**config.mk**
```make
export PLATFORM = sky130hd
export DESIGN_NAME = fifo_uart_tx
export DESIGN_NICKNAME = d
export VERILOG_FILES = /design/src/rtl/uart_pkg.sv /design/src/rtl/uart_baud_gen.sv /design/src/rtl/fifo_uart_tx.sv
export SDC_FILE = /design/constraint.sdc
export NUM_CORES = 1
export LEC_CHECK = 0
export CAP_MARGIN = 20
export CORE_MARGIN = 1.5
export CORE_UTILIZATION = 58
export DETAILED_ROUTE_END_ITERATION = 10
export GPL_TIMING_DRIVEN = 0
export MAX_ROUTING_LAYER = met4
export PLACE_DENSITY_LB_ADDON = 0.3
export SYNTH_ARGS = -nofsm -noshare
export SYNTH_HDL_FRONTEND = slang
export SYNTH_HIERARCHICAL = 1
export SYNTH_SLANG_ARGS = --single-unit
```
**constraint.sdc**
```tcl
create_clock -name clk -period 4.3 [get_ports clk]
set_input_delay 0.645 -clock clk [delete_from_list [all_inputs] [get_ports clk]]
set_output_delay 0.645 -clock clk [all_outputs]
set_load 0.05 [all_outputs]
```
**src/rtl/uart_pkg.sv**
```systemverilog
// Shared types and constants for the FIFO-fed UART transmitter.
// UART_TX_PARITY_EN adds the PARITY state to the state encoding.
package uart_pkg;

  typedef enum logic [2:0] {
    IDLE,
    FETCH,
    WAIT,
    START,
    DATA,
`ifdef UART_TX_PARITY_EN
    PARITY,
`endif
    STOP
  } tx_state_t;

  localparam logic IDLE_LEVEL  = 1'b1;
  localparam logic START_LEVEL = 1'b0;
  localparam int   DATA_BITS   = 8;

endpackage

```
**src/rtl/uart_baud_gen.sv**
```systemverilog
// Bit-period counter: counts 0..CLKS_PER_BIT-1 and pulses bit_tick
// on the last count; restart holds it at zero.
module uart_baud_gen #(
  parameter int CLKS_PER_BIT = 434
) (
  input  logic clk,
  input  logic rst,
  input  logic restart,
  output logic bit_tick
);

  localparam int CW = $clog2(CLKS_PER_BIT);
  localparam logic [CW-1:0] LAST = CW'(CLKS_PER_BIT - 1);

  logic [CW-1:0] cnt_q, cnt_d;

  assign bit_tick = (cnt_q == LAST);

  always_comb begin
    cnt_d = cnt_q + CW'(1);
    if (restart || bit_tick) cnt_d = '0;
  end

  always_ff @(posedge clk or negedge rst) begin
    if (!rst) cnt_q <= '0;
    else      cnt_q <= cnt_d;
  end

endmodule

```
**src/rtl/fifo_uart_tx.sv**
```systemverilog
// Pops bytes from the upstream FIFO and sends them as 8N1/8N2 UART frames.
// Define UART_TX_PARITY_EN to append an even-parity bit after D7.
module fifo_uart_tx
  import uart_pkg::*;
#(
  parameter int CLKS_PER_BIT = 434,
  parameter int STOP_BITS    = 1
) (
  input  logic        clk,
  input  logic        rst,
  input  logic        fifo_empty,
  input  logic [7:0]  fifo_dat,
  output logic        fifo_rd,
  output logic        tx,
  output logic        busy,
  output logic [15:0] tx_cnt
);

  localparam logic [2:0] LAST_DATA = 3'(DATA_BITS - 1);
  localparam logic [2:0] LAST_STOP = 3'(STOP_BITS - 1);

  tx_state_t   state_q, state_d;
  logic [7:0]  shift_q, shift_d;
  logic [2:0]  bit_q, bit_d;
  logic        tx_q, tx_d;
  logic        busy_q, busy_d;
  logic        fifo_rd_q, fifo_rd_d;
  logic [15:0] tx_cnt_q, tx_cnt_d;
  logic        restart, bit_tick;
`ifdef UART_TX_PARITY_EN
  logic        par_q, par_d;
`endif

  // Bit timing starts fresh with the start bit of every frame.
  assign restart = (state_q == IDLE) ||
                   (state_q == FETCH) ||
                   (state_q == WAIT);

  uart_baud_gen #(
    .CLKS_PER_BIT(CLKS_PER_BIT)
  ) u_baud (
    .clk     (clk),
    .rst     (rst),
    .restart (restart),
    .bit_tick(bit_tick)
  );

  always_comb begin
    state_d   = state_q;
    shift_d   = shift_q;
    bit_d     = bit_q;
    tx_d      = tx_q;
    busy_d    = busy_q;
    fifo_rd_d = 1'b0;
    tx_cnt_d  = tx_cnt_q;
`ifdef UART_TX_PARITY_EN
    par_d     = par_q;
`endif
    unique case (state_q)
      IDLE: begin
        tx_d = IDLE_LEVEL;
        if (!fifo_empty) begin
          state_d   = FETCH;
          fifo_rd_d = 1'b1;
          busy_d    = 1'b1;
        end
      end
      FETCH: state_d = WAIT;
      WAIT: begin
        shift_d = fifo_dat;
`ifdef UART_TX_PARITY_EN
        par_d   = ^fifo_dat;
`endif
        bit_d   = '0;
        tx_d    = START_LEVEL;
        state_d = START;
      end
      START: begin
        if (bit_tick) begin
          tx_d    = shift_q[0];
          state_d = DATA;
        end
      end
      DATA: begin
        if (bit_tick) begin
          shift_d = {1'b0, shift_q[7:1]};
          if (bit_q == LAST_DATA) begin
            bit_d   = '0;
`ifdef UART_TX_PARITY_EN
            tx_d    = par_q;
            state_d = PARITY;
`else
            tx_d    = IDLE_LEVEL;
            state_d = STOP;
`endif
          end else begin
            bit_d = bit_q + 3'd1;
            tx_d  = shift_q[1];
          end
        end
      end
`ifdef UART_TX_PARITY_EN
      PARITY: begin
        if (bit_tick) begin
          tx_d    = IDLE_LEVEL;
          state_d = STOP;
        end
      end
`endif
      STOP: begin
        if (bit_tick) begin
          if (bit_q == LAST_STOP) begin
            bit_d    = '0;
            tx_cnt_d = tx_cnt_q + 16'd1;
            // Chain straight into the next byte when one is waiting.
            if (!fifo_empty) begin
              state_d   = FETCH;
              fifo_rd_d = 1'b1;
            end else begin
              state_d = IDLE;
              busy_d  = 1'b0;
            end
          end else begin
            bit_d = bit_q + 3'd1;
          end
        end
      end
      default: state_d = IDLE;
    endcase
  end

  always_ff @(posedge clk or negedge rst) begin
    if (!rst) begin
      state_q   <= IDLE;
      shift_q   <= '0;
      bit_q     <= '0;
      tx_q      <= IDLE_LEVEL;
      busy_q    <= 1'b0;
      fifo_rd_q <= 1'b0;
      tx_cnt_q  <= '0;
`ifdef UART_TX_PARITY_EN
      par_q     <= 1'b0;
`endif
    end else begin
      state_q   <= state_d;
      shift_q   <= shift_d;
      bit_q     <= bit_d;
      tx_q      <= tx_d;
      busy_q    <= busy_d;
      fifo_rd_q <= fifo_rd_d;
      tx_cnt_q  <= tx_cnt_d;
`ifdef UART_TX_PARITY_EN
      par_q     <= par_d;
`endif
    end
  end

  assign fifo_rd = fifo_rd_q;
  assign tx      = tx_q;
  assign busy    = busy_q;
  assign tx_cnt  = tx_cnt_q;

endmodule
```
==> results.txt <==
Core ar. - 3633 um2
Crit. End Element - output pin
DIE WIDTH - 64.37 um
Worst-Skew Late Latency - 0.30 ns
Post-DP Area - 2550 um2
total global routing overflow - 0
Top Family by Delay on Critical Path - buffers and inverters
top_reg_cell synth - dfrtp_1
GRT Overall Usage - 22.20%
dominant cell type by area after synthesis - dfrtp_1
full die area - 4144 um2
fin crit period - 2.267 ns
Req. time, crit path - 3.65 ns
Max transition margin - 65.04%
drt pass-1 iters - 6
Int Pwr - 0.8790 mW
Starting Density - 60.12%
clock root cell - clkbuf_8
Synth top cells by count - 41 x dfrtp_1, 18 x nor2_1, 14 x a21oi_1
HPWL Detailed - 2828 um
first-pass GRT wire length - 6803 um
RD Place Congestion - 0.8420
vias in the first global route - 1486
Setup violations, final - 0
Longest Clk Path Bufs - 2
outcome - completed
Post-Layout Inst Area - 2688 um2
# resized after CTS - 0
DR vias/cell - 5.579
Tcrit/Tclk final - 52.71%
CTS Sinks - 42
worst-path maximum fanout - 2
H-Tree Depth - 2
share of post-route cells with drive strength above 1 - 11.16%
syn avg cell area - 10.71 um2
TritonCTS clock tree - yes
top cells by area, synth - dfrtp_1 47%, xnor2_1 4.4%, mux2i_1 3.7%, ha_1 3.4%, a21oi_1 3.2%
Synth Warn # - 6
Comb pwr share - 30.0%
NetSw - 0.4495 mW
final wirelength - 3982 um
Hold-fix buffers, CTS - 0
hold crit path type - in -> async
CTS buffer count - 5
Via Count - 1618
CP cell instances - clkdlybuf4s50_1
f_max - 441.2 MHz
Net Sw Frac - 33.83%
Post-Synthesis Cell Area - 2185 um2
Final ANT Viol Nets - 0
post-CTS setup buffer count - 0
number of synthesized flops with an enable pin - 0
Final Max Tran Viols - 0
Port Buf Inserts - 29
CP peak stage delay - 0.79 ns
worst path arrival time - 1.62 ns
ys async rst share - 100.0%
worst vdd ir - 0.4219 mV
flops & latches, synth - 42
Setup TNS - 0 ns
CP Launch Type - register
Reg2Reg Depth - 6
DRT iter0 DRCs - 62
Flop pwr share - 42.1%
Inst Count DP - 282
clock power share - 27.9%
Area Growth Syn to Fin - 23.02%
Synth top area share - 46.96%
diodes inserted - 0
die height - 64.37 um
Clock Skews - 0.004573 ns
Post-Synthesis Cells - 204
Clock transition at path regs - 0.08 ns
most frequent cell after synthesis - dfrtp_1
Bufs and invs on worst path - 1
I/O pin cnt - 30
max-cap violations - 0
row count - 22
Distinct cells, synth - 52
WP depth - 1
Leakage - 1.172 nW
Final Non-Filler Cells - 290
RSZ-0062 raised after global routing - false
Final nets - 258
initial antenna violation count - 0
largest net degree at the start of global routing - 41
syn nets - 221
Seq/Total Area, Yosys - 48.17%
Crit Path Class - reg -> out
Residual DRC - 0
Tightest Pin Transition - 0.5228 ns
Wirelength per Cell - 13.73 um
Cell Pwr Density - 494.3 nW/um2
endpoints failing hold - 0
CP max-delay cell - clkdlybuf4s50_1
## layout make-up
| cell class | instances | area, um2 |
|---|---|---|
| buffer | 7 | 38.79 |
| timing repair buffer | 30 | 305.3 |
| clock buffer | 5 | 68.82 |
| tap | 48 | 60.06 |
| clock inverter | 3 | 68.82 |
| fill | 278 | 945.9 |
| sequential | 42 | 1052 |
| multi-input combinational | 148 | 1067 |
| inverter | 7 | 26.28 |
## metrics by stage
stage | utilization, % | power [mW] | setup slack, ns | hold WS, ns
2_1_floorplan | - | 0.8621 | 2.231 | 0.3494
3_3_place_gp | 69.77 | 0.9449 | 1.526 | 0.4595
3_5_place_dp | 70.18 | 0.9628 | 2.070 | 0.4539
4_1_cts | 73.97 | 1.339 | 2.019 | 0.1303
5_1_grt | 73.97 | 1.415 | 1.943 | 0.1243
6_report | 73.97 | 1.329 | 2.033 | 0.1391
## worst paths after layout
check,slack [ns],endpoint,start
max reg2reg,2.07,tx_cnt[1]$_DFFE_PN0P_,u_baud/cnt_q[2]$_DFF_PN0_
min,0.14,tx_cnt[5]$_DFFE_PN0P_,rst
min reg2reg,0.48,tx_cnt[15]$_DFFE_PN0P_,tx_cnt[15]$_DFFE_PN0P_
max,2.03,tx,tx$_DFFE_PN1P_
max in group asynchronous,3.69,tx$_DFFE_PN1P_,rst
min in group clk,0.48,tx_cnt[15]$_DFFE_PN0P_,tx_cnt[15]$_DFFE_PN0P_
## state kept, by name, indices dropped and copies added (netlist names)
signal	flops
bit_q	3
busy	1
fifo_rd	1
shift_q	8
state_q	3
tx	1
tx_cnt	16
u_baud/cnt_q	9
## routing by layer
metal	up-vias	wire length, um	GRT usage, %	part of all wire [%]
met5	-	0	-	0
met3	8	162	4.754	4.1
li1	809	-	-	-
met1	756	1799	27.33	45
met2	45	1930	35.16	48
met4	0	89	10.37	2.2
## power groups by stage
stage / Combinational, mW / Clock, mW / Sequential (mW)
after floorplan: 0.298 / 0 / 0.564
after global routing: 0.444 / 0.400 / 0.571
after global placement: 0.383 / 0 / 0.562
after CTS: 0.401 / 0.379 / 0.558
final: 0.398 / 0.371 / 0.559
after detailed placement: 0.399 / 0 / 0.564
## cells in the final DEF, fill, tap and decap left out, types with 4 or more instances in the layout
cell             Yosys  routed
nand2_1             13      13
nand4_1              6       6
nand3_1              9       9
mux2i_1              8       8
inv_1                7       7
nor2_1              18      18
ha_1                 6       6
clkdlybuf4s50_1      0      28
xor2_1               7       7
clkbuf_8             0       5
xnor2_1             11      11
nand2b_1             5       5
a31oi_1              4       4
dfrtp_1             41      41
a21oi_1             14      14
## cell families (layout without fill, tap and decap cells)
kind of cell	Yosys count	in the layout	share of synthesized area, %
compound gates	37	37	11.40
xor+xnor	18	18	7.216
fa+ha+maj	6	6	3.436
buf+inv	14	52	2.978
flops	42	42	48.17
mux	10	10	4.697
simple gates	77	77	22.11
No activity file was read; power rests on OpenSTA's default activity.
